**config.mk**
```make
export PLATFORM = sky130hd
export DESIGN_NAME = instruction_fetch
export DESIGN_NICKNAME = d
export VERILOG_FILES = /design/src/rtl/instruction_fetch.sv
export SDC_FILE = /design/constraint.sdc
export NUM_CORES = 1
export LEC_CHECK = 0
export CAP_MARGIN = 20
export CORE_ASPECT_RATIO = 2
export CORE_MARGIN = 1
export CORE_UTILIZATION = 36
export CTS_CLUSTER_DIAMETER = 100
export DETAILED_ROUTE_END_ITERATION = 16
export SLEW_MARGIN = 15
export SYNTH_ARGS = -nofsm -noshare
export SYNTH_HDL_FRONTEND = slang
export SYNTH_SLANG_ARGS = --single-unit
```
**constraint.sdc**
```tcl
create_clock -name clk -period 2.15 [get_ports clk]
set_input_delay 0.215 -clock clk [delete_from_list [all_inputs] [get_ports clk]]
set_output_delay 0.215 -clock clk [all_outputs]
set_load 0.03 [all_outputs]
```
**src/rtl/instruction_fetch.sv**
```systemverilog
// Instruction fetch stage: sequential word fetch with a one-entry skid buffer,
// stall back-pressure and redirect handling (drains an in-flight request first).
module instruction_fetch #(
  parameter logic [31:0] RESET_PC = 32'h0000_0000
) (
  input  logic        clk,
  input  logic        rst_n,
  input  logic        stall,
  input  logic        redirect_valid,
  input  logic [31:0] redirect_pc,
  output logic        imem_req,
  output logic [31:0] imem_addr,
  input  logic        imem_ack,
  input  logic [31:0] imem_rdata,
  output logic        instr_valid,
  output logic [31:0] instr,
  output logic [31:0] instr_pc
);

  localparam int unsigned XLEN = 32;

  typedef enum logic [1:0] {
    IDLE  = 2'd0,
    FETCH = 2'd1,
    HOLD  = 2'd2,
    DRAIN = 2'd3
  } state_e;

  state_e            state_q, state_d;
  logic              req_q, req_d;
  logic [XLEN-1:0]   fetch_pc_q, fetch_pc_d;
  logic [XLEN-1:0]   pending_pc_q, pending_pc_d;
  logic [XLEN-1:0]   instr_q, instr_d;
  logic [XLEN-1:0]   instr_pc_q, instr_pc_d;
  logic              instr_valid_q, instr_valid_d;
  logic [XLEN-1:0]   skid_instr_q, skid_instr_d;
  logic [XLEN-1:0]   skid_pc_q, skid_pc_d;
  logic              skid_valid_q, skid_valid_d;

  logic              consume_c;
  logic [XLEN-1:0]   redirect_tgt_c;

  assign consume_c      = instr_valid_q && !stall;
  assign redirect_tgt_c = redirect_pc & ~XLEN'(3);

  always_ff @(posedge clk or negedge rst_n) begin
    if (!rst_n) begin
      state_q       <= IDLE;
      req_q         <= 1'b0;
      fetch_pc_q    <= RESET_PC;
      pending_pc_q  <= RESET_PC;
      instr_q       <= '0;
      instr_pc_q    <= '0;
      instr_valid_q <= 1'b0;
      skid_instr_q  <= '0;
      skid_pc_q     <= '0;
      skid_valid_q  <= 1'b0;
    end else begin
      state_q       <= state_d;
      req_q         <= req_d;
      fetch_pc_q    <= fetch_pc_d;
      pending_pc_q  <= pending_pc_d;
      instr_q       <= instr_d;
      instr_pc_q    <= instr_pc_d;
      instr_valid_q <= instr_valid_d;
      skid_instr_q  <= skid_instr_d;
      skid_pc_q     <= skid_pc_d;
      skid_valid_q  <= skid_valid_d;
    end
  end

  always_comb begin
    state_d       = state_q;
    fetch_pc_d    = fetch_pc_q;
    pending_pc_d  = pending_pc_q;
    instr_d       = instr_q;
    instr_pc_d    = instr_pc_q;
    instr_valid_d = instr_valid_q;
    skid_instr_d  = skid_instr_q;
    skid_pc_d     = skid_pc_q;
    skid_valid_d  = skid_valid_q;

    if (redirect_valid) begin
      instr_valid_d = 1'b0;
      skid_valid_d  = 1'b0;
      // An un-acked request must complete before the new target can be issued.
      if ((state_q == DRAIN) || ((state_q == FETCH) && !imem_ack)) begin
        pending_pc_d = redirect_tgt_c;
        state_d      = DRAIN;
      end else begin
        fetch_pc_d = redirect_tgt_c;
        state_d    = FETCH;
      end
    end else begin
      if (consume_c) begin
        instr_valid_d = 1'b0;
      end
      case (state_q)
        IDLE: state_d = FETCH;
        FETCH: begin
          if (imem_ack) begin
            fetch_pc_d = fetch_pc_q + XLEN'(4);
            if (!instr_valid_q || consume_c) begin
              instr_d       = imem_rdata;
              instr_pc_d    = fetch_pc_q;
              instr_valid_d = 1'b1;
            end else begin
              skid_instr_d = imem_rdata;
              skid_pc_d    = fetch_pc_q;
              skid_valid_d = 1'b1;
              state_d      = HOLD;
            end
          end
        end
        HOLD: begin
          if (consume_c) begin
            instr_d       = skid_instr_q;
            instr_pc_d    = skid_pc_q;
            instr_valid_d = 1'b1;
            skid_valid_d  = 1'b0;
            state_d       = FETCH;
          end
        end
        DRAIN: begin
          if (imem_ack) begin
            fetch_pc_d = pending_pc_q;
            state_d    = FETCH;
          end
        end
        default: state_d = IDLE;
      endcase
    end

    req_d = (state_d == FETCH) || (state_d == DRAIN);
  end

  assign imem_req    = req_q;
  assign imem_addr   = fetch_pc_q;
  assign instr_valid = instr_valid_q;
  assign instr       = instr_q;
  assign instr_pc    = instr_pc_q;

endmodule

```
==> reports/metrics.cfg <==
[outcome]
status=completed

[clocking]
cts_buffers=17
clock_latency_ns=0.44
tritoncts=yes
clock_sinks=187
root_buffer=clkbuf_16
cts.reportedPaths.clkPinSlew_ns=0.07
cts_buffer_depth=2
htreeDepth=4

[synthesis]
synthArstFlopShare_pct=100
synth_area_um2=8950
synth_ff_type=dfrtp_1
synth_edf_count=0
avgSynthCellArea_um2=11.4
ys_ff_latch=187
synth.distinct_cells=63
netlist.area_leader.share_pct=52.3
yosys.area.top_type=dfrtp_1
synth_seq_area_share_pct=52.3
ys_warn_count=0
netlist_instances=786
synth_top_cells_by_area=dfrtp_1 52%, mux2_2 12%, mux2i_1 7.6%

[timing]
fmax_mhz=483
layout_worst_path_cycle_share_pct=96.2
fin_skew_ns=0.00803
finalSetupViolCount=0
hold_violations=0
fin_ws_ns=0.0817
min_period_ns=2.07
finalSetupTns_ns=0
slew_viol_final=0
relSlewSlack_pct=66.1
rsz0062_at_grt=no
tightest_slew_ns=0.509

[routing]
dr_total_vias=6737
drt_iter0_drc=244
ant_nets=0
drtPass1Iterations=7
viasPerCell=5.04
drt_wl_total_um=22800
wl_per_cell_um=17.0
remaining_drc_errors=0

[floorplan]
die_height_um=225
row_count=81
core-area_um2=24400
dieArea_um2=25500
initial_core_util_pct=36.6
die_w_um=113
ioPinCount=167

[global_route]
grt.total_usage_pct=18.5
grt_max_degree=58
grt_pass1_vias=6725
grt_overflow=0
grt_antenna_before_repair=0
grt_pass1_wl_um=36000

[power_and_ir_drop]
netSwitchingPower_mw=7.16
internal_power_mw=11.0
p_sw_share_pct=39.3
vdd_drop_max_uv=664
pwr-share-comb_pct=49.1
p_leak_nw=5.00
p_seq_share_pct=33.3
clkPwrFrac_pct=17.7
power.density_nw_per_um2=1510

[critical_path]
r2r-end=imem_addr[22]
cp_slowest_stage_delay_ns=0.43
cp-end-kind=register
r2r_cells=7
worst-path-stages=7
critPathLaunch=imem_addr[2]
crit_end=imem_addr[22]
r2r_slack_ns=0.08
start_kind=register
worstPathMaxFanout=12
crit_required_ns=2.47
cp.arrival_ns=2.39
cp_num_buf_inv=1
path_delay_family=simple AND/OR/NAND/NOR gates
cp_cell_sequence=ha_1 -> nand3_1 -> nor4_4 -> buf_4 -> and4_1 -> o21ai_0 -> a221o_1
r2r_start=imem_addr[2]
slowest_stage=dfrtp_2
setup.worst_path.class=register to register

[worst_hold_path]
hold_class=input port to async pin

[layout]
diodes=0
fin_cells=1337
nFillCells=2254
nets=1067
final_util_pct=49.3
syn2layout_area_growth_pct=34.5
drive_above_1_share_pct=22.5

[place]
dp_slack_ns=-0.00150
dp_cells=1299
hpwl_um=16400
globalplace.congestion=0.819
portBuffers=160

[flow_run]
maxCapViolCount=0

[per-layer routing]
| metal | wire length [um] | share of wire (%) | vias up | global-route usage, % |
|---|---|---|---|---|
| li1 | - | - | 3257 | - |
| met3 | 648 | 2.8 | 36 | 3.01 |
| met5 | 0 | 0 | - | 0 |
| met1 | 9490 | 42 | 3292 | 21.5 |
| met4 | 682 | 3.0 | 0 | 8.74 |
| met2 | 11900 | 52 | 152 | 32.7 |
[sequential cells by signal (all words and copies together), names as in the netlist]
name,count
imem_addr,30
instr,32
skid_instr_q,32
skid_pc_q,30
pending_pc_q,30
instr_valid,1
instr_pc,30
state_q,2
[cells in the mapped netlist (all sizes together) (7+ instances only)]
master,number
dfrtp,187
mux2,92
nor2,87
a21oi,85
mux2i,68
buf,38
o21ai,36
clkbuf,22
nand2,21
and3,15
nand3,15
inv,9
nand4,8
xnor2,8
a221o,7
[cell type report]
type | count | area, um^2 | share of cell area [%]
clock inverters | 10 | 141 | 1.17
multi-input cells | 533 | 3910 | 32.5
inverters | 9 | 33.8 | 0.281
well taps | 332 | 415 | 3.45
flip-flops and latches | 187 | 4680 | 38.9
clock buffers | 21 | 450 | 3.74
repair buffers | 245 | 2400 | 20.0
[cell families (layout without fill, tap and decap cells)]
family / count (synthesis) / after routing / synth area share, %
xor gates and xnor gates: 13 / 13 / 1.27
DFF: 187 / 187 / 52.3
other: 1 / 4 / 0.0419
muxes: 160 / 160 / 19.2
buffers and inverters: 69 / 285 / 4.43
and+or+nand+nor: 174 / 174 / 9.64
AOI/OAI and AO/OA: 177 / 177 / 12.4
adders and majority gates: 5 / 5 / 0.699
[stage by stage]
step | hold slack (ns) | cell area (um^2) | power [mW]
after floorplan | -0.0806 | 8960 | 11.4
after global placement | 0.234 | 11400 | 14.9
after detailed placement | 0.234 | 11400 | 15.1
after CTS | 0.323 | 12000 | 18.4
after global routing | 0.356 | 12000 | 19.3
final | 0.320 | 12000 | 18.2
[layout by cell type, fill, tap and decap left out, types with 4 or more instances in the layout]
master | netlist | final
dfrtp_1 | 187 | 186
clkdlybuf4s50_1 | 0 | 159
mux2_2 | 92 | 92
a21oi_1 | 85 | 85
nor2_1 | 86 | 84
buf_4 | 4 | 72
mux2i_1 | 68 | 68
o21ai_0 | 27 | 27
nand2_1 | 19 | 19
clkbuf_16 | 0 | 18
nand3_1 | 15 | 15
and3_1 | 13 | 13
buf_12 | 0 | 11
inv_1 | 8 | 8
o21ai_1 | 9 | 8
xnor2_1 | 8 | 8
nand4_1 | 6 | 6
nor3_1 | 6 | 6
a22oi_1 | 6 | 6
a221o_1 | 6 | 6
nand2b_1 | 5 | 5
xor2_1 | 5 | 5
and2_1 | 4 | 4
a22o_1 | 4 | 4
a41oi_1 | 4 | 4
o2bb2ai_1 | 4 | 4
conb_1 | 1 | 4
[worst min path at each step]
stage / start / endpoint / slack, ns
6_report: rst_n / imem_addr[29] / 0.32
5_1_grt: rst_n / imem_addr[29] / 0.36
4_1_cts: rst_n / imem_addr[29] / 0.32
3_5_place_dp: rst_n / skid_instr_q[22] / 0.23
3_3_place_gp: rst_n / instr[22] / 0.23
2_1_floorplan: rst_n / imem_addr[10] / -0.08
[power groups by stage]
stage / Clock (mW) / Sequential [mW] / Combinational [mW]
after floorplan: 0 / 7.75 / 3.62
after global placement: 0 / 6.06 / 8.83
after detailed placement: 0 / 6.13 / 8.93
after CTS: 3.32 / 6.06 / 8.99
after global routing: 3.44 / 6.26 / 9.63
final: 3.21 / 6.05 / 8.93
[what timing repair did]
action | in CTS | in global routing
setup endpoints to repair | 51 | 114
endpoints found under the hold margin | 53 | 0
pin swaps | 0 | 2
buffers inserted | 1 | 4
resized for setup | 0 | 3
hold buffers | 1 | 0
gates cloned | 0 | 1
No activity file was read; power rests on OpenSTA's default activity.
